$ cat config.mk
export PLATFORM = sky130hd
export DESIGN_NAME = pwm_cmd_controller
export DESIGN_NICKNAME = d
export VERILOG_FILES = /design/src/rtl/pwm_cmd_pkg.sv /design/src/rtl/pwm_cmd_timeout.sv /design/src/rtl/pwm_cmd_controller.sv
export SDC_FILE = /design/constraint.sdc
export NUM_CORES = 1
export LEC_CHECK = 0
export ABC_AREA = 0
export CAP_MARGIN = 15
export CORE_MARGIN = 2
export CORE_UTILIZATION = 35
export CTS_BUF_LIST = sky130_fd_sc_hd__clkbuf_4 sky130_fd_sc_hd__clkbuf_8 sky130_fd_sc_hd__clkbuf_16
export CTS_CLUSTER_SIZE = 14
export DETAILED_ROUTE_END_ITERATION = 10
export GPL_ROUTABILITY_DRIVEN = 1
export SETUP_SLACK_MARGIN = 0.3
export SYNTH_ARGS = -nofsm -noshare
export SYNTH_HDL_FRONTEND = slang
export SYNTH_SLANG_ARGS = --single-unit
$ cat constraint.sdc
create_clock -name clk -period 2.2 [get_ports clk]
set_input_delay 0.66 -clock clk [delete_from_list [all_inputs] [get_ports clk]]
set_output_delay 0.66 -clock clk [all_outputs]
set_load 0.005 [all_outputs]
$ cat src/rtl/pwm_cmd_pkg.sv
// Shared constants and types for the UART-driven PWM duty command controller.
package pwm_cmd_pkg;

    localparam int unsigned NUM_CH = 4;
    localparam int unsigned DUTY_W = 7;
    localparam int unsigned BYTE_W = 8;

    localparam logic [BYTE_W-1:0] SYNC_BYTE = 8'hA5;
    localparam logic [BYTE_W-1:0] ACK_BYTE  = 8'h06;
    localparam logic [BYTE_W-1:0] NAK_BYTE  = 8'h15;
    localparam logic [DUTY_W-1:0] MAX_DUTY  = 7'd100;

    typedef enum logic [1:0] {
        OP_WRITE_ONE = 2'b00,
        OP_WRITE_ALL = 2'b01,
        OP_READ      = 2'b10,
        OP_INVALID   = 2'b11
    } opcode_t;

    typedef enum logic [2:0] {
        ST_IDLE = 3'd0,
        ST_CMD  = 3'd1,
        ST_DATA = 3'd2,
        ST_CSUM = 3'd3,
        ST_RESP = 3'd4
    } state_t;

    // Captured CMD and DATA bytes of the frame being parsed
    typedef struct packed {
        logic [BYTE_W-1:0] cmd;
        logic [BYTE_W-1:0] data;
    } frame_t;

endpackage

$ cat src/rtl/pwm_cmd_timeout.sv
// Inter-byte gap timer: counts enabled idle clocks, expired once the count hits the limit.
module pwm_cmd_timeout #(
    parameter int unsigned TIMEOUT_CYCLES = 8000
) (
    input  logic clk,
    input  logic rst,
    input  logic clear,
    input  logic enable,
    output logic expired
);

    localparam int unsigned CNT_W = $clog2(TIMEOUT_CYCLES + 1);
    localparam logic [CNT_W-1:0] LIMIT = CNT_W'(TIMEOUT_CYCLES);

    logic [CNT_W-1:0] count;
    logic [CNT_W-1:0] count_next;

    // Saturates at the limit so expired stays asserted until cleared
    always_comb begin
        count_next = count;
        if (clear) begin
            count_next = '0;
        end else if (enable && (count != LIMIT)) begin
            count_next = count + CNT_W'(1);
        end
    end

    always_ff @(posedge clk) begin
        if (rst) begin
            count   <= '0;
            expired <= 1'b0;
        end else begin
            count   <= count_next;
            expired <= (count_next == LIMIT);
        end
    end

endmodule

$ cat src/rtl/pwm_cmd_controller.sv
// Parses SYNC/CMD/DATA/CSUM frames from a UART byte stream, writes or reads
// four PWM duty registers and returns a one-byte response.
module pwm_cmd_controller
    import pwm_cmd_pkg::*;
#(
    parameter int unsigned CLOCK_FREQ = 8_000_000,
    parameter int unsigned TIMEOUT_US = 1000
) (
    input  logic        clk,
    input  logic        rst,
    input  logic [7:0]  rx_data,
    input  logic        rx_valid,
    output logic [7:0]  tx_data,
    output logic        tx_valid,
    input  logic        tx_ready,
    output logic [27:0] duty_out,
    output logic [3:0]  duty_update
);

    localparam int unsigned TIMEOUT_CYCLES = (CLOCK_FREQ / 1_000_000) * TIMEOUT_US;

    state_t                          state;
    frame_t                          frame_q;
    logic [NUM_CH-1:0][DUTY_W-1:0]   duty_q;

    logic                 waiting;
    logic                 timer_clear;
    logic                 expired;
    logic                 csum_ok;
    logic                 in_range;
    opcode_t              opcode;
    logic [1:0]           ch;
    logic [BYTE_W-1:0]    resp_byte;
    logic [NUM_CH-1:0]    wr_mask;

    assign duty_out    = duty_q;
    assign waiting     = (state == ST_CMD) || (state == ST_DATA) || (state == ST_CSUM);
    assign timer_clear = !waiting || rx_valid;

    pwm_cmd_timeout #(
        .TIMEOUT_CYCLES (TIMEOUT_CYCLES)
    ) u_timeout (
        .clk     (clk),
        .rst     (rst),
        .clear   (timer_clear),
        .enable  (waiting),
        .expired (expired)
    );

    // Frame verdict, evaluated against the CSUM byte as it arrives
    always_comb begin
        csum_ok   = ((frame_q.cmd ^ frame_q.data) == rx_data);
        in_range  = (frame_q.data <= {1'b0, MAX_DUTY});
        opcode    = opcode_t'(frame_q.cmd[7:6]);
        ch        = frame_q.cmd[1:0];
        resp_byte = NAK_BYTE;
        wr_mask   = '0;
        if (csum_ok) begin
            case (opcode)
                OP_WRITE_ONE: begin
                    if (in_range) begin
                        resp_byte   = ACK_BYTE;
                        wr_mask[ch] = 1'b1;
                    end
                end
                OP_WRITE_ALL: begin
                    if (in_range) begin
                        resp_byte = ACK_BYTE;
                        wr_mask   = '1;
                    end
                end
                OP_READ:  resp_byte = {1'b0, duty_q[ch]};
                default:  resp_byte = NAK_BYTE;
            endcase
        end
    end

    // Frame FSM with registered response and duty outputs
    always_ff @(posedge clk) begin
        if (rst) begin
            state       <= ST_IDLE;
            frame_q     <= '0;
            duty_q      <= '0;
            duty_update <= '0;
            tx_valid    <= 1'b0;
            tx_data     <= '0;
        end else begin
            duty_update <= '0;
            case (state)
                ST_IDLE: begin
                    if (rx_valid && (rx_data == SYNC_BYTE)) begin
                        state <= ST_CMD;
                    end
                end
                ST_CMD: begin
                    if (rx_valid) begin
                        frame_q.cmd <= rx_data;
                        state       <= ST_DATA;
                    end else if (expired) begin
                        state <= ST_IDLE;
                    end
                end
                ST_DATA: begin
                    if (rx_valid) begin
                        frame_q.data <= rx_data;
                        state        <= ST_CSUM;
                    end else if (expired) begin
                        state <= ST_IDLE;
                    end
                end
                ST_CSUM: begin
                    if (rx_valid) begin
                        state       <= ST_RESP;
                        tx_valid    <= 1'b1;
                        tx_data     <= resp_byte;
                        duty_update <= wr_mask;
                        for (int i = 0; i < NUM_CH; i++) begin
                            if (wr_mask[i]) begin
                                duty_q[i] <= frame_q.data[DUTY_W-1:0];
                            end
                        end
                    end else if (expired) begin
                        state <= ST_IDLE;
                    end
                end
                ST_RESP: begin
                    if (tx_ready) begin
                        tx_valid <= 1'b0;
                        state    <= ST_IDLE;
                    end
                end
                default: state <= ST_IDLE;
            endcase
        end
    end

endmodule

# ---- Word-level counts from Yosys, hierarchy flattened
# Index checks and enable logic that the tools add are counted.
dict set report classes {
  add_sub_neg 1
  n_lt_le_gt_ge 3
  n_eq_ne 13
  n_mux 23
  bitwise 3
  reduce_logical 21
}
# cell n
set op_table {}
lappend op_table {{$mux W13} 2}
lappend op_table {{$mux W3} 6}
lappend op_table {{$pmux W8 S2} 1}
lappend op_table {{$pmux W3 S5} 1}
lappend op_table {{$reduce_and A3 Y1} 5}
lappend op_table {{$bmux W7 S2} 1}
lappend op_table {{$add A13 B1 Y13 const B} 1}
lappend op_table {{$eq A13 B13 Y1 const B} 1}
lappend op_table {{$ne A13 B13 Y1 const B} 1}
lappend op_table {{$mux W4} 3}
lappend op_table {{$eq A8 B8 Y1} 1}
lappend op_table {{$eq A8 B8 Y1 const B} 1}
lappend op_table {{$le A8 B7 Y1 const B} 1}
lappend op_table {{$mux W8} 1}
lappend op_table {{$pmux W4 S2} 1}
lappend op_table {{$reduce_and A2 Y1} 4}
lappend op_table {{$xor A8 B8 Y8} 1}
lappend op_table {{$mux W7} 1}
lappend op_table {{$eq A3 B2 Y1 const B} 2}
lappend op_table {{$ne A2 B2 Y1 const B} 3}
lappend op_table {{$mux W5} 1}
lappend op_table {{$eq A3 B1 Y1 const B} 1}
lappend op_table {{$eq A3 B3 Y1 const B} 1}
lappend op_table {{$logic_and A1 B1 Y1} 3}
lappend op_table {{other kinds (15)} 20}
dict set report word_totals {
  register_bits 74
  out_inout_bits 41
}

# ---- Logic depth before layout (Yosys ltp)
# Gate-level depths: netlist (run 1).
dict set report logic_depth {
  word_depth 8
  ltp_mapped 7
}

# ---- Modules after synthesis
# Synthesis (run 1) repeated with hierarchy kept, for this count alone.
dict set report hier_totals {
  hier_cells 369
  area_unflattened_um2 3602.2
}
# module n_inst cells_per_inst area_each_um2 seq_area_each_um2
set modules_own_cells {}
lappend modules_own_cells {pwm_cmd_controller 1 272 2767.7 1181.1}
lappend modules_own_cells {pwm_cmd_timeout 1 97 834.6 280.3}

# ---- Least setup slack after synthesis (run 1)
# No wires, ideal clock.
dict set report synth_timing {
  path_kind {input port to flip-flop}
  startpoint {input rx_valid}
  endpoint {register duty_q (netlist bit duty_out[0])}
  setup_ns 0.137
  arrival_ns 2.151
  required_time_ns 2.063
  path_slack_ns -0.087
  stages 7
  n_path_buf 2
  path_cell_list {clkbuf_1 nand4b_1 nor3_1 and2_1 clkbuf_1 o211ai_2 mux2i_1}
}
dict set report synth_between {
  elab_chain_len 1
}
# element line_no
set synth_lines {}
lappend synth_lines {{start: declaration} pwm_cmd_controller.sv:12} ;# input logic rx_valid,
lappend synth_lines {{$reduce_and A3 Y1 (no source line)} -}
lappend synth_lines {{end signal: indexed assignment} pwm_cmd_controller.sv:119} ;# duty_q[i] <= frame_q.data[DUTY_W-1:0];
lappend synth_lines {{end: declaration} pwm_cmd_controller.sv:24} ;# logic [NUM_CH-1:0][DUTY_W-1:0] duty_q;
# Every way passes these cells.
# A chain may end at the register's enable or synchronous reset.

# ---- Worst setup path after layout (run 1)
dict set report layout_timing {
  startpoint {register duty_q (netlist bit duty_out[16])}
  endpoint {output duty_out[16]}
}
# element line_no
set layout_rtl {}
lappend layout_rtl {{end: declaration} pwm_cmd_controller.sv:16} ;# output logic [27:0] duty_out,
# No word-level cell between the ends.

==> impl_metrics.toml, run 1 <==
[routing]
drt_pass1_iterations = 4
drcViolationCount = 0
vias_per_cell = 4.92
dr.first_iter.drc_count = 92
route.vias.total = 2915
post_drt_wl_per_cell_um = 15.0
antenna_left = 0
routed_wirelength_um = 8900

[cts]
cts_made_buffers = 9
htreeDepth = 3
cts_tree = "done"
clock_path_buffers = 2
cts_hold_buf = 0
root_buffer = "clkbuf_8"
clk_pin_slew_ns = 0.09
cts.sink_count = 73
clk_latency_ns = 0.36

[layout]
drive_above_1_share = 0.261
antenna_cells = 0
design_area_sq_mm = 0.00485
final_common_cell = "buf_4"
fin_nets = 469
layout_common_cells = "buf_4, mux2i_1, nand2b_1, dfxtp_1, dfxtp_2"
final_util = 0.494
syn_to_final_growth_pct = 36.5

[power_and_ir_drop]
p_leak_nw = 2.39
p_per_area_mw_per_mm2 = 508
ir_drop_uv = 327

[placed_design]
gp_congestion = 0.834
dpl-instance-area_sq_mm = 0.00445
dp_hpwl_um = 6410
place.port_buffers = 51

[sta]
tns_ns = 0
max_freq_ghz = 0.532
rsz0062_at_grt = "true"
fin_crit_ns = 1.88
hold_ws_ns = 0.454
hold_viol_final = 0
setup_viol = 0
fin_crit_sh = 0.854
finalClockSkew_ns = 0.0155
final_max_slew_viol_count = 0

[worst_setup_path]
crit_chain = "clkdlybuf4s50_1"
reg2reg_to = "tx_data[2]"
critical_path_buf_inv_count = 1
r2r_start = "frame_q[4]"
cp_max_fo = 2
critPathKind = "reg -> out"
worstRegToRegCells = 6
cp-start-kind = "flip-flop"
cp_slowest_stage_delay_ns = 0.52
cp.depth = 1
reg2reg_setup_slack_ns = 0.36
critPathLaunch = "duty_out[16]"
endpoint = "duty_out[16]"
slowest_stage = "clkdlybuf4s50_1"
cp_top_family = "buffers and inverters"
endpoint_kind = "output port"
required_ns = 1.54
arrival_ns = 1.22

[global_routing]
grt_max_degree = 44
antenna_found_initial = 0
grtUsageTotal = 0.169
grt_pass1_vias = 2944
overflow = 0
grt_pass1_wl_um = 14800

[floorplanning]
pin_count = 53
coreArea_sq_mm = 0.00982
num_rows = 36
chipWidth_um = 105
die_y_um = 105
die_area_sq_mm = 0.0110
initial_core_util = 0.362

[synthesis]
ys_ff_latch = 73
yosys_warnings = 0
avgSynthCellArea_sq_um = 9.60
syn_inst = 370
synth_nets = 384
ys_async_sr_fraction = 0
seq_area_frac_synth = 0.411
netlist_area_sq_mm = 0.00355
synth_ff_type = "dfxtp_1"
synth_edf_count = 0
synth_cell_types = 51

[flow_run]
max_cap_violations = 0

[hold_path]
min_path_cells = 2
min_path_type = "reg -> reg"

[status]
outcome = "completed"
area by class of cell:
| class | count | area (sq um) |
|---|---|---|
| Multi-Input combinational cell | 273 | 2050 |
| Fill cell | 949 | 4970 |
| Clock inverter | 7 | 68.8 |
| Clock buffer | 9 | 124 |
| Tap cell | 133 | 166 |
| Sequential cell | 73 | 1510 |
| Timing Repair Buffer | 95 | 923 |
| Inverter | 3 | 11.3 |
cell families (layout without fill, tap and decap cells):
logic type,after synthesis,in the layout,share of synthesized area
other,1,1,0.00106
AND/OR/NAND/NOR,155,155,0.240
flip-flops,73,73,0.411
multiplexers,46,46,0.154
adder cells (fa/ha/maj),2,2,0.00704
XOR/XNOR,20,20,0.0743
AO/OA/AOI/OAI,49,49,0.0856
buffers and inverters,24,114,0.0268
through the flow:
stage / power [mW] / std cells / setup WS [ns]
2_1_floorplan: 1.40 / 370 / -0.0374
3_3_place_gp: 1.45 / 565 / -0.365
6_report: 2.46 / 593 / 0.321
3_5_place_dp: 1.45 / 565 / -0.402
5_1_grt: 2.55 / 593 / 0.249
4_1_cts: 2.49 / 587 / 0.273
flip-flops by register name, summed over array words and instances (netlist names):
register,cells
duty_out,28
tx_valid,1
state,3
u_timeout.count,13
ch,2
frame_q,14
u_timeout.expired,1
duty_update,4
tx_data,7
cell usage after synthesis (all sizes together) (4+ instances only):
master / instances / area [sq um]
mux4: 7 / 158
xnor3: 6 / 141
nor2: 33 / 124
o21bai: 4 / 30.0
nand4: 6 / 37.5
buf: 4 / 20.0
a21oi: 17 / 85.1
nand3: 11 / 70.1
nand2: 31 / 116
xor2: 7 / 61.3
xnor2: 7 / 61.3
dfxtp: 73 / 1460
clkbuf: 17 / 63.8
nand2b: 38 / 238
mux2i: 39 / 390
nor3: 6 / 30.0
nor2b: 4 / 25.0
o21ai: 11 / 55.1
or3: 5 / 31.3
and3: 5 / 31.3
worst min-delay path by stage:
stage / end / startpoint / slack (ns)
floorplan: tx_data[1] / tx_data[1] / 0.45
global placement: tx_data[6] / tx_data[6] / 0.45
detailed placement: tx_data[6] / tx_data[6] / 0.45
CTS: tx_data[6] / tx_data[6] / 0.47
global route: tx_data[1] / tx_data[1] / 0.48
finish: tx_data[6] / tx_data[6] / 0.45
per-layer routing:
| metal | share of wire | GRT usage | wire, um |
|---|---|---|---|
| met2 | 0.50 | 0.295 | 4450 |
| met1 | 0.46 | 0.203 | 4110 |
| met5 | 0 | 0 | 0 |
| met4 | 0.015 | 0.0533 | 132 |
| met3 | 0.024 | 0.0424 | 210 |
worst reg2reg max path, stage by stage, from the launching register on:
cell	delay [ns]
dfxtp_4	0.35
xnor3_4	0.41
nand4_1	0.17
nor4_4	0.23
buf_12	0.18
nand4b_1	0.18
o21a_1	0.23
repair_timing:
item,4_1_cts,5_1_grt
pin swaps,12,4
buffers inserted,6,6
gates resized for setup,48,40
endpoints found under the setup margin,70,54
power breakdown:
part	total [mW]	switching, mW	internal, mW
Clock	1.05	0.603	0.447
Sequential	1.32	0.000462	1.32
Combinational	0.0917	0.0446	0.0472
Note: power is estimated with default switching activity, not from simulation.
==> inputs of run 2 (changes only) <==
Settings changed: CORE_UTILIZATION 35 to 49, PLACE_DENSITY set to 0.76.
==> run 2 against run 1 <==
Effect of this change: count of clock-buffer cells in the layout up 2; clock skew decreased by 0.0091 ns; hold slack better by 0.016 ns; utilization increased by 17 points; non-clock buffer count is 8 lower; first-iteration DRC count rose by 98%; die area shrank 28%; critical path depth increased by 4; sequential cell count unchanged; design area down 1.7%; critical endpoint is now u_timeout.expired; critical path type is now reg -> reg; worst setup slack gained 0.0055 ns; via count up 0.34%; highest routed layer unchanged.
==> impl_metrics.toml, run 2 (synthesis gave the netlist of run 1 again) <==
[status]
outcome = "completed"

[layout]
multi_input_area_sq_mm = 0.00206
final_util = 0.668
final_common_cell = "dfxtp_1"
layout_common_cells = "dfxtp_1, mux2i_1, nand2b_1, buf_4, nor2_1"
antenna_cells = 0
drive_above_1_share = 0.235
fin_nets = 461
stdcell_count = 551
fillers = 582
largest_reg_flops = 28
design_area_sq_mm = 0.00477
register_area_sq_mm = 0.00150
syn_to_final_growth_pct = 34.2

[floorplanning]
chipWidth_um = 89.1
die_y_um = 89.1
die_area_sq_mm = 0.00795
initial_core_util = 0.498
coreArea_sq_mm = 0.00714
num_rows = 31
pin_count = 53

[worst_setup_path]
cp-start-kind = "flip-flop"
cp_slowest_stage_delay_ns = 0.40
r2r_start = "state[2]"
crit_chain = "o21ba_2 > nand4_1 > or3_1 > a211oi_1 > and4_1"
critPathKind = "reg -> reg"
reg2reg_to = "u_timeout.expired"
cp.depth = 5
required_ns = 2.49
critical_path_buf_inv_count = 0
cp_top_family = "simple AND/OR/NAND/NOR gates"
endpoint_kind = "flip-flop"
cp_max_fo = 9
arrival_ns = 2.17
worstRegToRegCells = 5
reg2reg_setup_slack_ns = 0.33
slowest_stage = "or3_1"

[placed_design]
place.port_buffers = 51
dp_hpwl_um = 6150
dpl-instance-area_sq_mm = 0.00443
dp.cells = 534
gp_congestion = 0.926

[cts]
root_buffer = "clkbuf_8"
clock_path_buffers = 2
cts.sink_count = 73
clk_pin_slew_ns = 0.08
cts_made_buffers = 9
clk_latency_ns = 0.35
htreeDepth = 3
cts_tree = "done"

[power_and_ir_drop]
p_leak_nw = 2.08
ir_drop_uv = 389
p_per_area_mw_per_mm2 = 571

[global_routing]
grt_pass1_vias = 2806
grt_pass1_wl_um = 13700
grt_max_degree = 32
overflow = 0
antenna_found_initial = 0
grtUsageTotal = 0.225

[sta]
fin_crit_ns = 1.87
fin_crit_sh = 0.852
rsz0062_at_grt = "true"
setup_viol = 0
hold_ws_ns = 0.470
finalClockSkew_ns = 0.00631
tns_ns = 0
hold_viol_final = 0
final_max_slew_viol_count = 0
max_freq_ghz = 0.534

[routing]
antenna_left = 0
vias_per_cell = 5.31
dr.first_iter.drc_count = 182
route.vias.total = 2925
drcViolationCount = 0
drt_pass1_iterations = 4
post_drt_wl_per_cell_um = 15.6
routed_wirelength_um = 8580

[hold_path]
hold-path-endpoint = "tx_data[1]"
min_path_cells = 2
min_path_type = "reg -> reg"
hp-start = "tx_data[1]"

[flow_run]
max_cap_violations = 0
run 2: cell types whose count changed in the layout (fill, tap and decap cells not counted), moves of 2 or more:
| cell | delta |
|---|---|
| dlygate4sd2_1 | -3 |
| dfxtp_1 | +7 |
| dfxtp_2 | -6 |
| clkdlybuf4s15_1 | +3 |
| buf_4 | -8 |
| clkdlybuf4s50_1 | +16 |
| inv_6 | -3 |
| bufinv_16 | +3 |
| dlymetal6s2s_1 | -15 |
| inv_8 | -3 |
| xnor2_1 | -2 |
| xnor2_2 | +2 |
run 2: layout make-up:
cell class	count	area share
clock inverters	5	0.0215
flip-flops and latches	73	0.314
repair buffers	87	0.173
clock buffers	11	0.0304
well taps	99	0.0260
multi-input cells	273	0.433
inverters	3	0.00236
run 2: what timing repair did:
item	in CTS	in global routing
buffers inserted	1	0
endpoints found under the setup margin	55	60
hold buffers	0	0
pin swaps	10	5
hold endpoints to repair	0	0
resized for setup	26	41
run 2: routing by layer:
layer	up-vias	GRT usage	share of wire
met1	1413	0.282	0.44
met4	0	0.0556	0.0076
met2	61	0.387	0.51
met5	-	0	0
li1	1445	-	-
met3	6	0.0600	0.038
run 2: through the flow:
| stage | worst slack [ns] | power [mW] |
|---|---|---|
| 6_report | 0.326 | 2.72 |
| 5_1_grt | 0.225 | 2.79 |
| 4_1_cts | 0.281 | 2.73 |
| 3_5_place_dp | -0.354 | 1.45 |
| 3_3_place_gp | -0.319 | 1.45 |
| 2_1_floorplan | -0.0374 | 1.40 |
run 2: how the worst max path moves through the flow:
stage | to | from
finish | u_timeout.expired | state[2]
global route | u_timeout.expired | state[2]
CTS | tx_data[2] | rx_data[4]
detailed placement | tx_data[2] | rx_data[4]
global placement | tx_data[2] | rx_data[4]
floorplan | tx_data[2] | rx_data[4]
run 2: tightest hold or removal path: stages, from the launching register on:
cell	delay, ns
dfxtp_2	0.33
nand2_1	0.05
a21oi_1	0.05
run 2: report_power, final:
group | internal (mW) | total, mW | switching [mW]
sequential | 1.32 | 1.32 | 0.000489
combinational | 0.0497 | 0.0957 | 0.0461
clock | 0.795 | 1.30 | 0.509
total | 2.16 | 2.72 | 0.555
==> inputs of run 3 (changes only) <==
Settings changed: GPL_TIMING_DRIVEN set to 1.
==> results of run 3 <==
Same layout as run 2: the final DEF is identical, and so are final timing and power.
